===== src/rtl/jk_pkg.sv =====
// Shared types for the JK excitation driver: FSM states, JK drive codes and the
// excitation function that maps a q transition onto a {j,k} pair.
package jk_pkg;

  typedef enum logic [1:0] {
    ST_IDLE,
    ST_INIT,
    ST_RUN,
    ST_FLUSH
  } state_e;

  typedef logic [1:0] jk_code_t;

  localparam jk_code_t JK_HOLD   = 2'b00;
  localparam jk_code_t JK_RESET  = 2'b01;
  localparam jk_code_t JK_SET    = 2'b10;
  localparam jk_code_t JK_TOGGLE = 2'b11;

  // The don't-care in each JK excitation entry is resolved towards hold/set/reset
  // codes (toggle_pref=0) or towards toggle-heavy codes (toggle_pref=1).
  function automatic jk_code_t jk_excite(input logic q, input logic q_next,
                                         input logic toggle_pref);
    if (toggle_pref) begin
      if (q != q_next) return JK_TOGGLE;
      return q_next ? JK_SET : JK_RESET;
    end
    if (q == q_next) return JK_HOLD;
    return q_next ? JK_SET : JK_RESET;
  endfunction

endpackage


===== src/rtl/jk_excitation_driver.sv =====
// Drives a jkff so its q follows a latched WIDTH-bit pattern (bit 0 first),
// and counts cycles where the fed-back q disagrees with the expected sequence.
module jk_excitation_driver
  import jk_pkg::*;
#(
  parameter int WIDTH       = 8,
  parameter bit TOGGLE_PREF = 1'b0
) (
  input  logic                       clk,
  input  logic                       rst,
  input  logic [WIDTH-1:0]           pattern,
  input  logic                       pattern_valid,
  output logic                       ready,
  output logic                       j,
  output logic                       k,
  input  logic                       q_fb,
  output logic                       busy,
  output logic                       done,
  output logic [$clog2(WIDTH+2)-1:0] mismatch_cnt,
  output logic                       pass
);

  localparam int CNT_W = $clog2(WIDTH + 2);
  localparam int IDX_W = $clog2(WIDTH);

  state_e            state_q, state_d;
  logic [WIDTH-1:0]  pat_q, pat_d;
  logic              shadow_q, shadow_d;
  logic              shadow_dly_q, shadow_dly_d;
  logic [IDX_W-1:0]  idx_q, idx_d;
  jk_code_t          jk_q, jk_d;
  logic [CNT_W-1:0]  cnt_q, cnt_d;
  logic              pass_q, pass_d;
  logic              done_q, done_d;
  logic              check_en;

  // q_fb lags the issued bit by one more edge than the shadow, hence the delay.
  assign check_en = (state_q == ST_RUN) || (state_q == ST_FLUSH);

  // NOTE: every signal gets a default before the case so no path leaves it
  // unassigned; a missing default in always_comb would infer a latch.
  always_comb begin
    state_d      = state_q;
    pat_d        = pat_q;
    shadow_d     = shadow_q;
    shadow_dly_d = shadow_q;
    idx_d        = idx_q;
    jk_d         = jk_q;
    cnt_d        = cnt_q;
    pass_d       = pass_q;
    done_d       = 1'b0;

    if (check_en && (q_fb != shadow_dly_q) && (cnt_q != '1)) begin
      cnt_d = cnt_q + CNT_W'(1);
    end

    unique case (state_q)
      ST_IDLE: begin
        if (pattern_valid) begin
          pat_d    = pattern;
          cnt_d    = '0;
          pass_d   = 1'b0;
          jk_d     = JK_RESET;
          shadow_d = 1'b0;
          state_d  = ST_INIT;
        end
      end
      ST_INIT: begin
        jk_d     = jk_excite(1'b0, pat_q[0], TOGGLE_PREF);
        shadow_d = pat_q[0];
        idx_d    = IDX_W'(1);
        state_d  = ST_RUN;
      end
      ST_RUN: begin
        jk_d     = jk_excite(shadow_q, pat_q[idx_q], TOGGLE_PREF);
        shadow_d = pat_q[idx_q];
        if (idx_q == IDX_W'(WIDTH - 1)) begin
          idx_d   = '0;
          state_d = ST_FLUSH;
        end else begin
          idx_d = idx_q + IDX_W'(1);
        end
      end
      ST_FLUSH: begin
        // idx doubles as the two-cycle flush counter.
        jk_d = JK_HOLD;
        if (idx_q == IDX_W'(1)) begin
          idx_d   = '0;
          done_d  = 1'b1;
          pass_d  = (cnt_d == '0);
          state_d = ST_IDLE;
        end else begin
          idx_d = idx_q + IDX_W'(1);
        end
      end
      default: state_d = ST_IDLE;
    endcase
  end

  // NOTE: state uses non-blocking assignments so every flop samples the values
  // from before the edge, independent of statement order.
  always_ff @(posedge clk or posedge rst) begin
    if (rst) begin
      state_q      <= ST_IDLE;
      // NOTE: the pattern register is reset too; it is only WIDTH flops and a
      // known value keeps post-reset behaviour deterministic.
      pat_q        <= '0;
      shadow_q     <= 1'b0;
      shadow_dly_q <= 1'b0;
      idx_q        <= '0;
      jk_q         <= JK_HOLD;
      cnt_q        <= '0;
      pass_q       <= 1'b0;
      done_q       <= 1'b0;
    end else begin
      state_q      <= state_d;
      pat_q        <= pat_d;
      shadow_q     <= shadow_d;
      shadow_dly_q <= shadow_dly_d;
      idx_q        <= idx_d;
      jk_q         <= jk_d;
      cnt_q        <= cnt_d;
      pass_q       <= pass_d;
      done_q       <= done_d;
    end
  end

  assign ready        = (state_q == ST_IDLE);
  assign busy         = (state_q != ST_IDLE);
  assign j            = jk_q[1];
  assign k            = jk_q[0];
  assign done         = done_q;
  assign mismatch_cnt = cnt_q;
  assign pass         = pass_q;

endmodule

===== config.mk =====
export PLATFORM = sky130hd
export DESIGN_NAME = jk_excitation_driver
export DESIGN_NICKNAME = d
export VERILOG_FILES = /design/src/rtl/jk_pkg.sv /design/src/rtl/jk_excitation_driver.sv
export SDC_FILE = /design/constraint.sdc
export NUM_CORES = 1
export LEC_CHECK = 0
export ABC_AREA = 1
export BUFFER_PORTS_ARGS = -buffer_cell sky130_fd_sc_hd__buf_2
export CORE_UTILIZATION = 49
export DETAILED_ROUTE_END_ITERATION = 7
export PLACE_DENSITY_LB_ADDON = 0.05
export SYNTH_ARGS = -nofsm -noshare
export SYNTH_HDL_FRONTEND = slang
export SYNTH_SLANG_ARGS = --single-unit
export TNS_END_PERCENT = 50

===== constraint.sdc =====
create_clock -name clk -period 1.22 [get_ports clk]
set_input_delay 0.244 -clock clk [delete_from_list [all_inputs] [get_ports clk]]
set_output_delay 0.244 -clock clk [all_outputs]
set_load 0.005 [all_outputs]

==> results.ini <==
[timing]
tightest_slew_ns=0.303
hold_ws_ns=0.113
timing.final.crit_period_ns=1.51
maxSlewViolCount=0
setup_tns_ns=-2.29
grt_setup_unrepaired=yes
final_hold_vio_count=0
timing.final.crit_share_pct=124
setup_violations=17
clock-skew-final_ns=0.00337
max_slew_margin_pct=79.8
postLayoutSetupSlackWorst_ns=-0.290
fmax_ghz=0.662

[cts]
clkSlewWorstSetupHoldPaths_ns=0.13
cts-root-buf=clkbuf_4
tritoncts=done
cts.sink_count=23
max-clock-path-buffers=2
worst_skew_pair.late_latency_ns=0.33
cts_made_buffers=3
clock_tree.htree_level_count=1

[power_and_ir_drop]
max-vdd-ir-drop_mv=1.66
cellLeakagePower_nw=0.963
power.density_nw_per_um2=2580
finalPower_mw=4.88

[drt]
route.detailed.wl_per_inst_um=13.7
routed-via-count=1208
detail_route.first_pass.iterations=4
detail_route.vias_per_cell=5.05
antenna_violating_nets_post_route=0
detailedRoute.firstIterationViolations=18
postRouteWirelength_mm=3.26
drcViolationCount=0

[placement]
post-place-ws_ns=-0.207
dp_hpwl_mm=1.97
postPlaceCellArea_um2=1570
io_buffer_count=21
place_inst=225
routability_driven_placement_congestion_ratio=0.803

[synth]
synth_nets=178
netlist.top_cell.by_area=dfrtp_1
ys.warnings.count=0
synth_top_area_share_pct=45.5
synth_top_area_cells=dfrtp_1, nand2_1, ha_1, inv_1, o21ai_0
synthCells=158
mean_syn_cell_area_um2=8.01
mappedNetlistArea_um2=1260
synth-seq-area-share_pct=45.5
synth_seq_cells=23
yosys.cell_types.count=21

[min_path]
hold_path.startpoint=pattern[7]
worst_hold_path_type=in -> reg

[floorplanning]
placeableCoreArea_um2=2450
die_height_um=52.8
dieWidth_um=52.8
floorplan.rows=18
num_io_pins=22
floorplan.die_area_um2=2790
initial_core_util_pct=51.5

[grt]
grt_max_degree=24
grt_first_pass_wirelength_mm=4.64
grt_pass1_vias=1113
antenna_found_initial=0
overflow=0
grt_use_total_pct=23.3

[cells_and_area]
area_growth_syn_to_layout_pct=49.7
number_of_antenna_cells_inserted=0
nFillCells=172
finish.cell_count_without_fillers=239
postLayoutCellArea_um2=1890
drive_above_1_share_pct=50.7
finish.utilization_pct=77.1
layout_common_cells=nand2_1, dfrtp_1, buf_4
leading_cell_type_in_the_layout_fill_and_taps_excluded=nand2_1
layout.nets=230

[critical_path]
worstPathArrival_ns=1.27
r2r_start=state_q[1]
worst-setup-path-type=reg -> out
crit_path_start=state_q[0]
biggest_fanout_along_the_worst_timing_path=4
nature_of_the_critical_path_startpoint=flop
cp-end-kind=output pin
worst_ep_required_time_ns=0.98

[run_status]
violations=setup timing
status=finished, violations left

[job]
max-cap-violations=0

==> cells in the mapped netlist <==
cell type / instances
xor2_1: 1
o211ai_1: 1
nand4_1: 4
o21ai_0: 12
nor2_1: 11
nand3_4: 1
inv_2: 1
nand2_2: 2
nor2_2: 2
buf_2: 2
o22ai_1: 1
nand3_2: 1
dfrtp_1: 23
nand3_1: 10
ha_1: 8
a21oi_1: 6
inv_1: 23
nand2_1: 45
nor2_4: 2
o32ai_1: 1
buf_4: 1
==> metal layers <==
metal | track usage (%) | share of wire [%] | wire (um)
met4 | 9.65 | 1.9 | 62
met3 | 3.19 | 4.0 | 131
met5 | 0 | 0 | 0
met2 | 39.9 | 51 | 1670
met1 | 29.1 | 43 | 1400
==> cells by family after synthesis <==
kind of cell / count (synthesis) / synth area share [%]
adders and majority gates: 8 / 7.91
and+or+nand+nor: 78 / 28.5
AOI/OAI and AO/OA: 21 / 8.90
xor gates and xnor gates: 1 / 0.693
DFF: 23 / 45.5
buffers and inverters: 27 / 8.51
==> worst max-delay path, cell delays in order (launching register included) <==
cell     delay [ns]
dfrtp_1        0.42
inv_2          0.11
ha_4           0.17
inv_4          0.04
buf_6          0.10
buf_6          0.10
==> flip-flops by register name (all words and copies together) (netlist names) <==
register      flops
shadow_dly_q      1
mismatch_cnt      4
pass              1
idx_q             3
jk_q              2
done              1
shadow_dly_d      1
pat_q             8
state_q           2
==> worst paths after layout <==
check	end	cells after the start	slack [ns]
worst max-delay path	busy	5	-0.29
worst min-delay path	pat_q[7]	3	0.11
worst max register to register	pass	11	-0.26
worst min register to register	shadow_dly_q	0	0.46
max in group asynchronous	idx_q[0]	4	0.48
min in group asynchronous	mismatch_cnt[3]	4	0.49
==> layout make-up <==
class | instances | area, um2 | area share (%)
sequential | 23 | 578 | 30.5
multi-input combinational | 108 | 773 | 40.8
clock buffer | 4 | 26.3 | 1.39
timing repair buffer | 50 | 378 | 20.0
tap | 30 | 37.5 | 1.98
inverter | 24 | 100 | 5.29
==> power breakdown <==
| part | internal (mW) | switching, mW | leakage (nW) |
|---|---|---|---|
| logic | 1.52 | 1.70 | 0.655 |
| clock network | 0.128 | 0.253 | 0.0150 |
| registers | 1.07 | 0.203 | 0.293 |
| total | 2.73 | 2.15 | 0.963 |
==> what timing repair did <==
item                       CTS  global route
resized for setup           33            37
hold buffers                 1             0
setup endpoints to repair   23            26
pin swaps                    7            12
buffers inserted             6             2
hold endpoints to repair    23             0
cloned                       1             0
No activity file was read; power rests on OpenSTA's default activity.
